<file path="config.mk">
export PLATFORM = sky130hd
export DESIGN_NAME = memd_arb_2
export DESIGN_NICKNAME = d
export VERILOG_FILES = /design/src/rtl/memd_arb_2.sv
export SDC_FILE = /design/constraint.sdc
export NUM_CORES = 1
export LEC_CHECK = 0
export ABC_CLOCK_PERIOD_IN_PS = 1710
export BUFFER_PORTS_ARGS = -buffer_cell sky130_fd_sc_hd__clkbuf_2
export CORE_AREA = 2 2 89 91
export CTS_CLUSTER_DIAMETER = 60
export DETAILED_ROUTE_END_ITERATION = 12
export DIE_AREA = 0 0 91 93
export HOLD_SLACK_MARGIN = 0.15
export MAX_ROUTING_LAYER = met4
export PLACE_DENSITY_LB_ADDON = 0.1
export SLEW_MARGIN = 20
export SYNTH_ARGS = -nofsm -noshare
export SYNTH_HDL_FRONTEND = slang
export SYNTH_SLANG_ARGS = --single-unit
</file>
<file path="constraint.sdc">
create_clock -name clk -period 1.71 [get_ports clk]
set_input_delay 0.2565 -clock clk [delete_from_list [all_inputs] [get_ports clk]]
set_output_delay 0.2565 -clock clk [all_outputs]
set_load 0.01 [all_outputs]
</file>
<file path="src/rtl/memd_arb_2.sv">
// rtl/memd_arb_2.sv - two-port round-robin arbiter with bounded lock bursts in front of memd_1
//
// Shares one memd_1 request port between requester 0 (load/store stage) and
// requester 1 (loader/DMA/debug). Grant is combinational and same-cycle.
//
// Ports:
//   clk, rst                 clock, synchronous active-high reset
//   rX_valid/rdwt/addr/data  request from port X (X = 0, 1)
//   rX_lock                  ask to keep the grant on following cycles
//   rX_ready                 grant; the request completes this cycle
//   rX_resp_data             read data, zero when rX_ready is low
//   mem_valid/rdwt/addr/data request to memd_1
//   mem_resp_data            combinational read data from memd_1

`ifndef MEMD_SIZE_LOG
`define MEMD_SIZE_LOG 8
`endif
`ifndef REG_LEN
`define REG_LEN 32
`endif

module memd_arb_2 #(
    parameter int MEMD_SIZE_LOG = `MEMD_SIZE_LOG,
    parameter int REG_LEN       = `REG_LEN,
    parameter int MAX_BURST     = 4
) (
    input  logic                     clk,
    input  logic                     rst,
    input  logic                     r0_valid,
    input  logic                     r0_rdwt,
    input  logic [MEMD_SIZE_LOG-1:0] r0_addr,
    input  logic [REG_LEN-1:0]       r0_data,
    input  logic                     r0_lock,
    output logic                     r0_ready,
    output logic [REG_LEN-1:0]       r0_resp_data,
    input  logic                     r1_valid,
    input  logic                     r1_rdwt,
    input  logic [MEMD_SIZE_LOG-1:0] r1_addr,
    input  logic [REG_LEN-1:0]       r1_data,
    input  logic                     r1_lock,
    output logic                     r1_ready,
    output logic [REG_LEN-1:0]       r1_resp_data,
    output logic                     mem_valid,
    output logic                     mem_rdwt,
    output logic [MEMD_SIZE_LOG-1:0] mem_addr,
    output logic [REG_LEN-1:0]       mem_data,
    input  logic [REG_LEN-1:0]       mem_resp_data
);

    typedef enum logic {ARB, BURST} state_t;

    // A burst of length one is just a normal grant, so bursts are disabled entirely.
    localparam bit         BURST_EN = (MAX_BURST > 1);
    localparam logic [3:0] MAX_B    = 4'(MAX_BURST);

    state_t     state;
    logic       owner;
    logic       last_grant;
    logic [3:0] burst_cnt;

    logic       gnt_any;
    logic       gnt_sel;
    logic       owner_valid;
    logic       owner_lock;
    logic       gnt_lock;
    logic [3:0] burst_next;

    assign owner_valid = owner ? r1_valid : r0_valid;
    assign owner_lock  = owner ? r1_lock  : r0_lock;
    assign gnt_lock    = gnt_sel ? r1_lock : r0_lock;
    // burst_cnt never exceeds 14, so the increment cannot wrap.
    assign burst_next  = burst_cnt + 4'd1;

    always_comb begin
        gnt_any = 1'b0;
        gnt_sel = 1'b0;
        if (!rst) begin
            if (state == BURST && owner_valid) begin
                gnt_any = 1'b1;
                gnt_sel = owner;
            end else if (r0_valid && r1_valid) begin
                gnt_any = 1'b1;
                gnt_sel = ~last_grant;
            end else if (r0_valid) begin
                gnt_any = 1'b1;
                gnt_sel = 1'b0;
            end else if (r1_valid) begin
                gnt_any = 1'b1;
                gnt_sel = 1'b1;
            end
        end
    end

    always_comb begin
        mem_valid = gnt_any;
        mem_rdwt  = 1'b0;
        mem_addr  = '0;
        mem_data  = '0;
        if (gnt_any) begin
            mem_rdwt = gnt_sel ? r1_rdwt : r0_rdwt;
            mem_addr = gnt_sel ? r1_addr : r0_addr;
            mem_data = gnt_sel ? r1_data : r0_data;
        end
    end

    assign r0_ready     = gnt_any && !gnt_sel;
    assign r1_ready     = gnt_any && gnt_sel;
    assign r0_resp_data = r0_ready ? mem_resp_data : '0;
    assign r1_resp_data = r1_ready ? mem_resp_data : '0;

    always_ff @(posedge clk) begin
        if (rst) begin
            state      <= ARB;
            owner      <= 1'b0;
            last_grant <= 1'b1;
            burst_cnt  <= 4'd0;
        end else begin
            if (gnt_any) begin
                last_grant <= gnt_sel;
            end
            case (state)
                ARB: begin
                    if (gnt_any && gnt_lock && BURST_EN) begin
                        state     <= BURST;
                        owner     <= gnt_sel;
                        burst_cnt <= 4'd1;
                    end
                end
                BURST: begin
                    // owner_valid here implies the owner holds this cycle's grant,
                    // and last_grant has just been set to the owner so the other
                    // port wins the next tie after the burst ends.
                    if (owner_valid && owner_lock && (burst_next < MAX_B)) begin
                        burst_cnt <= burst_next;
                    end else begin
                        state     <= ARB;
                        burst_cnt <= 4'd0;
                    end
                end
                default: begin
                    state     <= ARB;
                    burst_cnt <= 4'd0;
                end
            endcase
        end
    end

endmodule

</file>
Word level (Yosys, flattened, before mapping)
Index checks and enable logic that the tools add are counted.
- flip-flop bits (word level): 7
- output and inout port bits: 108
- memories kept: 0
- ROM bits: 0
- logic and storage cells: 44
- input bits: 120
- bits in writable memories: 0
- latch bits: 0
- shifts and indexed selects: 0
- bitwise logic cells: 2
- reductions and logical operators: 9
- order comparisons: 1
- multipliers: 0
- equal/unequal tests: 1
- div/mod/pow operators: 0
- mux-type cells: 26
- add/subtract/negate cells: 1
- operators with widths (operator ; number):
    two-way mux 32 bit ; 4
    two-way mux 1 bit ; 16
    two-way mux 8 bit ; 2
    two-way mux 4 bit ; 2
    case mux 4 bit (2 select lines) ; 1
    logical AND 1 bit ; 7
    adder 4 x 1 -> 4 bit, second input constant ; 1
    less-than comparator 4 x 3 -> 1 bit, second input constant ; 1
    inequality test 2 bit, second input constant ; 1
    inverter 1 bit ; 2
    case mux 1 bit (2 select lines) ; 1
    AND reduction 2 bit ; 1
    logical NOT 1 bit ; 1

Depth between registers and ports, before layout
Gate-level depths: netlist of run 1.
- depth after elaboration: 9
- mapped depth: 6
- depth with buffers taken out: 5

Worst setup path after synthesis of run 1
Ideal clock, no wire load.
- path type: reg2out
- from: register state
- to: output port mem_data[15]
- stages on the path, launching flop included: 6
- path buffers: 2
- arrival: 1.285 ns
- required time: 1.454 ns
- setup slack: 0.169 ns
- cells stage by stage: dfxtp_1 -> nand2b_4 -> a311oi_2 -> buf_4 -> buf_2 -> a22o_1
- cells in the longest elaborated chain, start to end: 5
- elaborated cells between the ends (all ways): 7
- those cells by class: mux (6); reduce/logical (1)
- RTL lines (what ; line ; text):
    start, declared ; 56 ; state_t state;
    start signal, assigned ; 113 ; state <= ARB;
    start signal, assigned ; 124 ; state <= BURST;
    start signal, assigned ; 136 ; state <= ARB;
    logical AND 1 bit (*) ; 78 ; if (state == BURST && owner_valid) begin
    two-way mux 1 bit ; 78 ;
    two-way mux 1 bit ; 77 ; if (!rst) begin
    two-way mux 32 bit ; 102 ; mem_data = gnt_sel ? r1_data : r0_data;
    two-way mux 32 bit (*) ; 99 ; if (gnt_any) begin
    end, declared ; 46 ; output logic [REG_LEN-1:0] mem_data,
Every way passes the cells marked *; elsewhere a longest branch is shown, timed or not.

Worst setup path after layout of run 1
- from: register owner
- to: output port mem_data[2]
- cells in the longest elaborated chain, start to end: 6
- elaborated cells between the ends (all ways): 8
- those cells by class: mux (7); reduce/logical (1)
- RTL lines (what ; line ; text):
    start, declared ; 57 ; logic owner;
    start signal, assigned ; 125 ; owner <= gnt_sel;
    two-way mux 1 bit ; 68 ; assign owner_valid = owner ? r1_valid : r0_valid;
    logical AND 1 bit ; 78 ;
    two-way mux 1 bit ; 78 ;
    two-way mux 1 bit ; 77 ;
    two-way mux 32 bit ; 102 ;
    two-way mux 32 bit (*) ; 99 ;
Marked as above.

==> impl_metrics.py, run 1 <==
metrics = {
    "timing": {
        "period_minus_slack_ps": 1890,
        "period_share": 1.10,
        "fin_hold_ws_ps": 325,
        "setup_viol_count_final": 106,
        "worst_slew_pin_slew_ps": 526,
        "setup-tns-final_ps": -14840,
        "hold_violations": 0,
        "slew_violations": 0,
        "slew_headroom": 0.646,
        "rsz0062_at_grt": "true",
        "skew_ps": 4.64,
        "fin_ws_ps": -180,
        "max_freq_ghz": 0.529,
    },
    "floorplanning": {
        "fp-row-count": 32,
        "fp.coreArea_mm2": 0.00753,
        "start_util": 0.164,
        "ios": 228,
        "dieArea_mm2": 0.00846,
        "die_x_um": 91,
        "die_h_um": 93,
    },
    "pwr": {
        "p_seq_frac": 0.158,
        "swShare": 0.354,
        "power_frac_comb": 0.642,
        "p_leak_nw": 1.75,
        "clkPwrFrac": 0.199,
        "peakVddDrop_mv": 0.282,
        "p_sw_mw": 0.405,
        "p_int_mw": 0.739,
        "p_per_area_mw_per_mm2": 395,
    },
    "yosys": {
        "synth_seq_area_share": 0.113,
        "synth_fp_nets": 287,
        "synthFlopType": "dfxtp_1",
        "synth_area_leaders": "and2_1 (33%), a22o_1 (29%), dfxtp_1 (11%)",
        "synth_top_area_frac": 0.334,
        "synth_top_area_cell": "and2_1",
        "synthArstFlopShare": 0,
        "syn_avg_cell_area_um2": 7.45,
        "synthDistinctLibCells": 27,
        "synth_edf_count": 0,
        "yosysWarnings": 0,
        "syn_inst": 166,
        "ys_ff_latch": 7,
        "syn_area_mm2": 0.00124,
    },
    "cts": {
        "cts_hold_buf": 0,
        "clk_pin_slew_worst_paths_ps": 40,
        "cts-root-buf": "clkbuf_8",
        "cts-buffers-inserted": 3,
        "tritoncts": "yes",
        "clockBufferDepth": 2,
        "worstSkewPairLatency_ps": 220,
        "clkSinkCount": 7,
        "cts.htree.levels": 1,
    },
    "grt": {
        "grt_overflow": 0,
        "grt_start_max_net_pins": 38,
        "grt_pass1_vias": 1963,
        "grt_pass1_wl_um": 10000,
        "antenna_found_initial": 0,
        "grt.total_usage": 0.148,
    },
    "cells_and_area": {
        "regArea_um2": 143,
        "fin_area_mm2": 0.00290,
        "fin_cells": 506,
        "antenna_cells": 0,
        "multiInputGateArea_mm2": 0.00102,
        "final_core_util": 0.385,
        "area_growth_pct": 134,
        "drive_above_1_share": 0.653,
        "finalNetCount": 526,
        "fillerInstances": 834,
    },
    "detailed_routing": {
        "drt-total-wl_um": 7440,
        "wl_per_cell_um": 14.7,
        "drc": 0,
        "drt_iter0_drc": 47,
        "via_per_inst": 4.26,
        "drtAntennaViolNets": 0,
        "dr.pass1.iters": 4,
        "vias": 2158,
    },
    "critical_path": {
        "r2r_slack_ps": 370,
        "reg2reg_from": "state",
        "r2r_cells": 6,
        "critPathMaxFanout": 10,
        "crit_path_max_incr_delay_ps": 330,
        "slowest_stage": "a311oi_4",
        "arrival_ps": 1630,
        "required_ps": 1450,
        "worst-setup-path-type": "reg2out",
        "path_cells": "nand2b_4, a311oi_4, buf_6, buf_12, a22o_1, buf_2",
        "critPathCaptureType": "output pin",
        "worst_r2r_endpoint": "last_grant",
        "startpoint_type": "flip-flop",
    },
    "placement": {
        "dp.final_hpwl_um": 5130,
        "placedCellCount": 487,
        "placed_area_mm2": 0.00253,
        "routabilityCongestion": 0.783,
        "io_buffers": 227,
    },
    "run_status": {
        "status": "finished, violations left",
        "violations": "setup timing",
    },
    "worst_hold_path": {
        "hold_end": "burst_cnt[0]",
        "hold_class": "in2reg",
        "hp-start": "rst",
        "min_path_cells": 2,
    },
    "job": {
        "max_cap_viol_count": 0,
    },
}
-- cell type report --
| class | instances | area share |
|---|---|---|
| inverters | 3 | 0.00388 |
| well taps | 102 | 0.0440 |
| flip-flops and latches | 7 | 0.0492 |
| repair buffers | 251 | 0.534 |
| multi-input cells | 139 | 0.353 |
| clock buffers | 4 | 0.0155 |
-- stage by stage --
stage / total power [mW] / setup slack (ps)
after global routing: 1.22 / -267
after floorplan: 0.476 / 169
after CTS: 1.10 / -184
after global placement: 0.804 / -4.11
after detailed placement: 0.802 / -9.91
final: 1.14 / -180
-- worst max path at each step --
stage | start | endpoint | slack [ps] | depth (start not counted)
finish | owner | mem_data[2] | -180 | 6
global route | owner | r0_resp_data[12] | -270 | 6
CTS | owner | mem_data[2] | -180 | 6
detailed placement | owner | mem_data[2] | -10 | 5
global placement | owner | mem_data[2] | -4 | 5
floorplan | state | mem_data[15] | 170 | 5
-- layer usage --
| metal | GRT usage | part of all wire | up-vias |
|---|---|---|---|
| li1 | - | - | 1075 |
| met1 | 0.167 | 0.39 | 973 |
| met2 | 0.279 | 0.53 | 108 |
| met3 | 0.0258 | 0.072 | 2 |
| met4 | 0.0189 | 0.0013 | 0 |
| met5 | - | 0 | - |
-- cells in the mapped netlist (2+ instances only) --
library cell / number
and2_1: 66
a22o_1: 41
buf_2: 8
dfxtp_1: 7
buf_4: 6
nand2_1: 4
nor2_1: 4
a21oi_1: 3
nand2b_1: 3
a211o_1: 2
a22oi_1: 2
clkbuf_1: 2
inv_1: 2
nand3_1: 2
xor2_1: 2
-- layout by cell type, fill, tap and decap left out, drive strengths merged --
| master | netlist | routed |
|---|---|---|
| nand3b | 1 | 1 |
| a22oi | 2 | 2 |
| a21boi | 1 | 1 |
| buf | 15 | 92 |
| a31oi | 1 | 1 |
| nand2b | 4 | 4 |
| a22o | 41 | 41 |
| a21oi | 4 | 4 |
| inv | 3 | 3 |
| a311oi | 1 | 1 |
| bufbuf | 0 | 1 |
| a211o | 2 | 2 |
| xor2 | 2 | 2 |
| clkbuf | 2 | 162 |
| dfxtp | 7 | 7 |
| o2bb2ai | 1 | 1 |
| nand3 | 2 | 2 |
| ha | 1 | 1 |
| nor2 | 4 | 4 |
| nand2 | 4 | 4 |
| and2 | 66 | 66 |
| a211oi | 1 | 1 |
| nor4 | 1 | 1 |
-- cells by family after synthesis --
logic type / after synthesis / synth area share
fa+ha+maj: 1 / 0.0101
simple gates: 82 / 0.403
flops: 7 / 0.113
compound gates: 54 / 0.372
xor+xnor: 2 / 0.0142
buf+inv: 20 / 0.0870
-- power groups by stage --
stage,logic (mW),clock network [mW],registers [mW]
final,0.735,0.228,0.181
after global routing,0.799,0.243,0.182
after floorplan,0.293,0,0.182
after detailed placement,0.620,0,0.182
after global placement,0.622,0,0.182
after CTS,0.688,0.233,0.181
-- worst max-delay path, delay by kind of cell, from the launching register on --
kind / cells / cell delay (ps)
buf+inv: 3 / 480
compound gates: 2 / 470
simple gates: 1 / 150
flops: 1 / 310
-- registers in the layout, indices dropped and copies added, names as in the netlist --
register,count
burst_cnt,4
last_grant,1
owner,1
state,1
-- what timing repair did --
item	4_1_cts	5_1_grt
resized for setup	6	81
setup buffers	5	1
cloned	4	5
pin swaps	2	1
endpoints found under the setup margin	106	107
Power figures use the tool's default switching activity.
==> inputs of run 2 (changes only) <==
--- a/config.mk
+++ b/config.mk
@@ -5,6 +5,7 @@
 export SDC_FILE = /design/constraint.sdc
 export NUM_CORES = 1
 export LEC_CHECK = 0
+export ABC_AREA = 1
 export ABC_CLOCK_PERIOD_IN_PS = 1710
 export BUFFER_PORTS_ARGS = -buffer_cell sky130_fd_sc_hd__clkbuf_2
 export CORE_AREA = 2 2 89 91
@@ -18,3 +19,4 @@
 export SYNTH_ARGS = -nofsm -noshare
 export SYNTH_HDL_FRONTEND = slang
 export SYNTH_SLANG_ARGS = --single-unit
+export TNS_END_PERCENT = 10
==> run 2 against run 1 <==
The run still ends with setup timing left. Global-route usage about the same. Combinational power increased by 10%. Via count increased by 7.0%. Register-to-register slack got worse by 80 ps. Synthesized cell count up 28%. Wire length fell by 7.4%. Area after synthesis is 0.10% lower. Non-clock buffer count shrank 6. Sequential share of layout area is 0.29 points higher. Core utilization decreased by 2.1 points. Sequential power about the same. Critical path type unchanged. Critical endpoint is now mem_data[25].
==> impl_metrics.py, run 2 <==
metrics = {
    "cts": {
        "cts-root-buf": "clkbuf_8",
        "worstSkewPairLatency_ps": 230,
        "cts_hold_buf": 0,
        "clk_pin_slew_worst_paths_ps": 40,
        "clkSinkCount": 7,
        "tritoncts": "yes",
        "cts.htree.levels": 1,
        "clockBufferDepth": 2,
        "cts-buffers-inserted": 3,
    },
    "pwr": {
        "peakVddDrop_mv": 0.184,
        "total_power_mw": 1.23,
        "p_per_area_mw_per_mm2": 448,
        "p_leak_nw": 1.82,
    },
    "critical_path": {
        "worst-setup-path-type": "reg2out",
        "reg2reg_from": "owner",
        "startpoint_type": "flip-flop",
        "critPathCaptureType": "output pin",
        "required_ps": 1450,
        "r2r_cells": 10,
        "arrival_ps": 1530,
        "critPathMaxFanout": 15,
        "crit_path_max_incr_delay_ps": 350,
        "path_cells": "inv_2, nand2_2, nand3_2, nand2_2, nand2_4, nand2_4, inv_6, buf_12, a22o_1, clkbuf_2",
        "worst_r2r_endpoint": "burst_cnt[0]",
        "critPathLaunch": "owner",
        "r2r_slack_ps": 290,
        "slowest_stage": "dfxtp_2",
    },
    "cells_and_area": {
        "drive_above_1_share": 0.622,
        "largest-register": "burst_cnt",
        "area_growth_pct": 121,
        "fin_cells": 550,
        "finalNetCount": 569,
        "layout_common_cells": "clkbuf_2 (194), nor2_1 (54), a22o_1 (41), inv_1 (36), buf_2 (33)",
        "final_core_util": 0.364,
        "largest_reg_flops": 4,
        "final_common_cell": "clkbuf_2",
        "fin_area_mm2": 0.00274,
    },
    "yosys": {
        "synthDistinctLibCells": 22,
        "synth_seq_area_share": 0.113,
        "synth_common_cells": "nor2_1 (69), a22o_1 (41), inv_1 (36), nand2_1 (15)",
        "synth_edf_count": 0,
        "synth_area_leaders": "a22o_1 (29%), nor2_1 (21%), dfxtp_1 (11%)",
        "synth_top_area_cell": "a22o_1",
        "ys_ff_latch": 7,
        "yosysWarnings": 0,
        "syn_inst": 212,
        "synth_most_common_cell": "nor2_1",
        "synth_top_area_frac": 0.290,
        "synthFlopType": "dfxtp_1",
        "syn_area_mm2": 0.00124,
        "synth_fp_nets": 333,
        "syn_avg_cell_area_um2": 5.83,
        "synthArstFlopShare": 0,
    },
    "run_status": {
        "status": "finished, violations left",
        "violations": "setup timing",
    },
    "worst_hold_path": {
        "hold_class": "in2reg",
        "min_path_cells": 2,
        "hp-start": "rst",
        "hold_end": "state",
    },
    "timing": {
        "setup_viol_count_final": 50,
        "fin_hold_ws_ps": 291,
        "period_share": 1.05,
        "rsz0062_at_grt": "true",
        "skew_ps": 1.32,
        "setup-tns-final_ps": -2540,
        "slew_headroom": 0.805,
        "period_minus_slack_ps": 1790,
        "max_freq_ghz": 0.560,
        "worst_slew_pin_slew_ps": 293,
        "fin_ws_ps": -77.0,
        "slew_violations": 0,
        "hold_violations": 0,
    },
    "detailed_routing": {
        "vias": 2310,
        "via_per_inst": 4.20,
        "drt-total-wl_um": 6880,
        "wl_per_cell_um": 12.5,
        "drc": 0,
        "drtAntennaViolNets": 0,
        "dr.pass1.iters": 4,
        "drt_iter0_drc": 43,
    },
    "placement": {
        "io_buffers": 227,
        "routabilityCongestion": 0.777,
        "place_ws_ps": 57.3,
        "placed_area_mm2": 0.00250,
        "placedCellCount": 535,
        "dp.final_hpwl_um": 5650,
    },
    "floorplanning": {
        "fp.coreArea_mm2": 0.00753,
        "dieArea_mm2": 0.00846,
        "ios": 228,
        "fp-row-count": 32,
        "die_h_um": 93,
        "start_util": 0.164,
        "die_x_um": 91,
    },
    "grt": {
        "grt_use_met2": 0.281,
        "met3_usage": 0.0298,
        "grt_start_max_net_pins": 29,
        "gr-usage-met1": 0.155,
        "grt_pass1_wl_um": 9920,
        "grt_overflow": 0,
        "grt.total_usage": 0.148,
        "antenna_found_initial": 1,
        "grt.busiest_layer": "met2",
        "grt_pass1_vias": 2031,
    },
    "job": {
        "max_cap_viol_count": 0,
    },
}
run 2: what timing repair did:
action                     CTS  global route
setup endpoints to repair   96           105
cloned                       1             1
buffers inserted             6             3
gates resized for setup     12            50
pin swaps                    2             2
run 2: kinds of logic (layout without fill, tap and decap cells):
family,Yosys count,after routing,synth area share
buf+inv,56,291,0.212
flops,7,7,0.113
simple gates,97,97,0.325
fa+ha+maj,1,1,0.0101
compound gates,49,49,0.326
other cells,0,1,0
xor+xnor,2,2,0.0142
run 2: report_power, final:
part	switching (mW)	internal, mW	leakage [nW]
Combinational	0.408	0.402	1.74
Clock	0.0714	0.161	0.0228
Sequential	0.00937	0.175	0.0581
Total	0.489	0.738	1.82
run 2: routing by layer:
layer  routed length, µm  part of all wire  vias to the layer above
li1                    -                 -                     1160
met1                2450              0.36                     1010
met2                3690              0.54                      134
met3                 626             0.091                        6
met4                 121             0.018                        0
met5                   0                 0                        -
run 2: layout make-up:
| class | instances | area, µm² |
|---|---|---|
| Fill cell | 855 | 4790 |
| Timing Repair Buffer | 245 | 1380 |
| Multi-Input combinational cell | 149 | 878 |
| Inverter | 42 | 163 |
| Sequential cell | 7 | 143 |
| Tap cell | 102 | 128 |
| Clock buffer | 4 | 45.0 |
| Antenna cell | 1 | 2.50 |
run 2: worst max-delay path by stage:
stage / endpoint / slack [ps] / depth (start not counted)
6_report: mem_data[25] / -80 / 10
5_1_grt: mem_data[6] / -160 / 10
4_1_cts: mem_rdwt / -80 / 10
3_5_place_dp: mem_rdwt / 60 / 11
3_3_place_gp: mem_data[28] / 60 / 10
2_1_floorplan: mem_addr[0] / 250 / 9
run 2: critical path: cells and delay by family (launching register included):
| family | cells | cell delay (ps) |
|---|---|---|
| flops | 1 | 350 |
| buf+inv | 4 | 380 |
| simple gates | 5 | 380 |
| compound gates | 1 | 190 |
==> inputs of run 3 (changes only) <==
--- a/config.mk
+++ b/config.mk
@@ -12,6 +12,8 @@
 export CTS_CLUSTER_DIAMETER = 60
 export DETAILED_ROUTE_END_ITERATION = 12
 export DIE_AREA = 0 0 91 93
+export GPL_ROUTABILITY_DRIVEN = 0
+export GPL_TIMING_DRIVEN = 0
 export HOLD_SLACK_MARGIN = 0.15
 export MAX_ROUTING_LAYER = met4
 export PLACE_DENSITY_LB_ADDON = 0.1
==> run 3 against run 2 <==
The run still ends with setup timing left. Die area stayed put. Non-clock buffer count grew 5. Register-to-register slack barely moved. Flip-flop and latch count stayed put. Hold slack gained 35 ps. Critical path type unchanged. Critical endpoint is now mem_data[14].
==> impl_metrics.py, run 3 (synthesized netlist as in run 2, its figures left out) <==
metrics = {
    "cells_and_area": {
        "fin_area_mm2": 0.00290,
        "largest_reg_flops": 4,
        "drive_above_1_share": 0.637,
        "final_common_cell": "clkbuf_2",
        "area_growth_pct": 134,
        "antenna_cells": 0,
        "fillerInstances": 852,
        "largest-register": "burst_cnt",
        "finalNetCount": 574,
        "layout_common_cells": "clkbuf_2 (207), nor2_1 (53), a22o_1 (41), inv_1 (35), buf_6 (16)",
    },
    "timing": {
        "rsz0062_at_grt": "true",
        "slew_violations": 0,
        "period_minus_slack_ps": 1860,
        "max_freq_ghz": 0.537,
        "slew_headroom": 0.745,
        "fin_ws_ps": -152,
        "skew_ps": 0.203,
        "setup_viol_count_final": 82,
        "fin_hold_ws_ps": 326,
        "period_share": 1.09,
        "hold_violations": 0,
        "worst_slew_pin_slew_ps": 383,
    },
    "pwr": {
        "peakVddDrop_mv": 0.337,
        "total_power_mw": 1.27,
        "p_per_area_mw_per_mm2": 440,
        "p_leak_nw": 1.83,
    },
    "critical_path": {
        "critPathCaptureType": "output pin",
        "arrival_ps": 1610,
        "r2r_cells": 10,
        "startpoint_type": "flip-flop",
        "worst_r2r_endpoint": "owner",
        "required_ps": 1450,
        "worst-setup-path-type": "reg2out",
        "r2r_slack_ps": 290,
        "reg2reg_from": "owner",
        "critPathMaxFanout": 7,
    },
    "cts": {
        "clk_pin_slew_worst_paths_ps": 40,
        "worstSkewPairLatency_ps": 220,
        "cts_hold_buf": 0,
        "cts.htree.levels": 1,
        "cts-buffers-inserted": 3,
        "clockBufferDepth": 2,
        "cts-root-buf": "clkbuf_8",
        "clkSinkCount": 7,
        "tritoncts": "yes",
    },
    "detailed_routing": {
        "drt_iter0_drc": 26,
        "drt-total-wl_um": 7100,
        "drc": 0,
        "via_per_inst": 4.14,
        "vias": 2291,
        "dr.pass1.iters": 4,
        "wl_per_cell_um": 12.8,
        "drtAntennaViolNets": 0,
    },
    "floorplanning": {
        "ios": 228,
        "fp.coreArea_mm2": 0.00753,
        "die_h_um": 93,
        "fp-row-count": 32,
        "start_util": 0.164,
        "dieArea_mm2": 0.00846,
        "die_x_um": 91,
    },
    "grt": {
        "antenna_found_initial": 0,
        "grt_overflow": 0,
        "grt.total_usage": 0.153,
        "grt_start_max_net_pins": 11,
        "grt_pass1_wl_um": 10400,
        "grt_pass1_vias": 2179,
    },
    "run_status": {
        "status": "finished, violations left",
        "violations": "setup timing",
    },
    "worst_hold_path": {
        "min_path_cells": 2,
        "hp-start": "rst",
        "hold_class": "in2reg",
        "hold_end": "burst_cnt[1]",
    },
    "placement": {
        "dp.final_hpwl_um": 5920,
        "place_ws_ps": -110,
        "io_buffers": 227,
        "placed_area_mm2": 0.00250,
    },
    "job": {
        "max_cap_viol_count": 0,
    },
}
## run 3: where the power goes
part           switching (mW)  internal [mW]
clock network          0.0678          0.161
registers              0.0118          0.175
logic                   0.438          0.421
total                   0.518          0.757
## run 3: layout make-up
class	count	area, µm²	area share
well taps	102	128	0.0441
inverters	42	170	0.0588
plain buffers	14	146	0.0506
repair buffers	236	1290	0.446
multi-input cells	149	971	0.335
clock buffers	4	45.0	0.0156
flip-flops and latches	7	145	0.0501
## run 3: critical path, cell delays in order (launching register included)
cell and delay [ps]:
dfxtp_4 370, inv_4 50, nand2_4 60, nand3_4 80, nand2_4 90, nand2_8 90, nand2_8 110, inv_8 50
buf_6 120, a22o_1 210, clkbuf_2 130
## run 3: worst max-delay path by stage
stage / slack, ps / cells past startpoint / to / start
3_5_place_dp: -110 / 10 / mem_data[14] / owner
6_report: -150 / 10 / mem_data[14] / owner
4_1_cts: -180 / 10 / mem_data[14] / owner
3_3_place_gp: -100 / 10 / mem_data[28] / owner
2_1_floorplan: 250 / 9 / mem_addr[0] / owner
5_1_grt: -220 / 10 / mem_data[11] / owner
## run 3: through the flow
step / TNS (ps) / std cells / utilization
5_1_grt: -14010 / 554 / 0.385
6_report: -6650 / 554 / 0.385
3_3_place_gp: -2780 / 541 / 0.332
4_1_cts: -10140 / 551 / 0.350
2_1_floorplan: 0 / 212 / -
3_5_place_dp: -3120 / 541 / 0.332
## run 3: layer usage
layer / part of all wire / track usage
met1: 0.34 / 0.155
met2: 0.55 / 0.298
met3: 0.099 / 0.0419
met4: 0.0096 / 0.0253
met5: 0 / -
## run 3: what timing repair did
action                                  4_1_cts  5_1_grt
pin swaps                                     4        4
cloned                                        1        1
buffers inserted                              5        2
gates resized for setup                      13       80
endpoints found under the setup margin      104      104
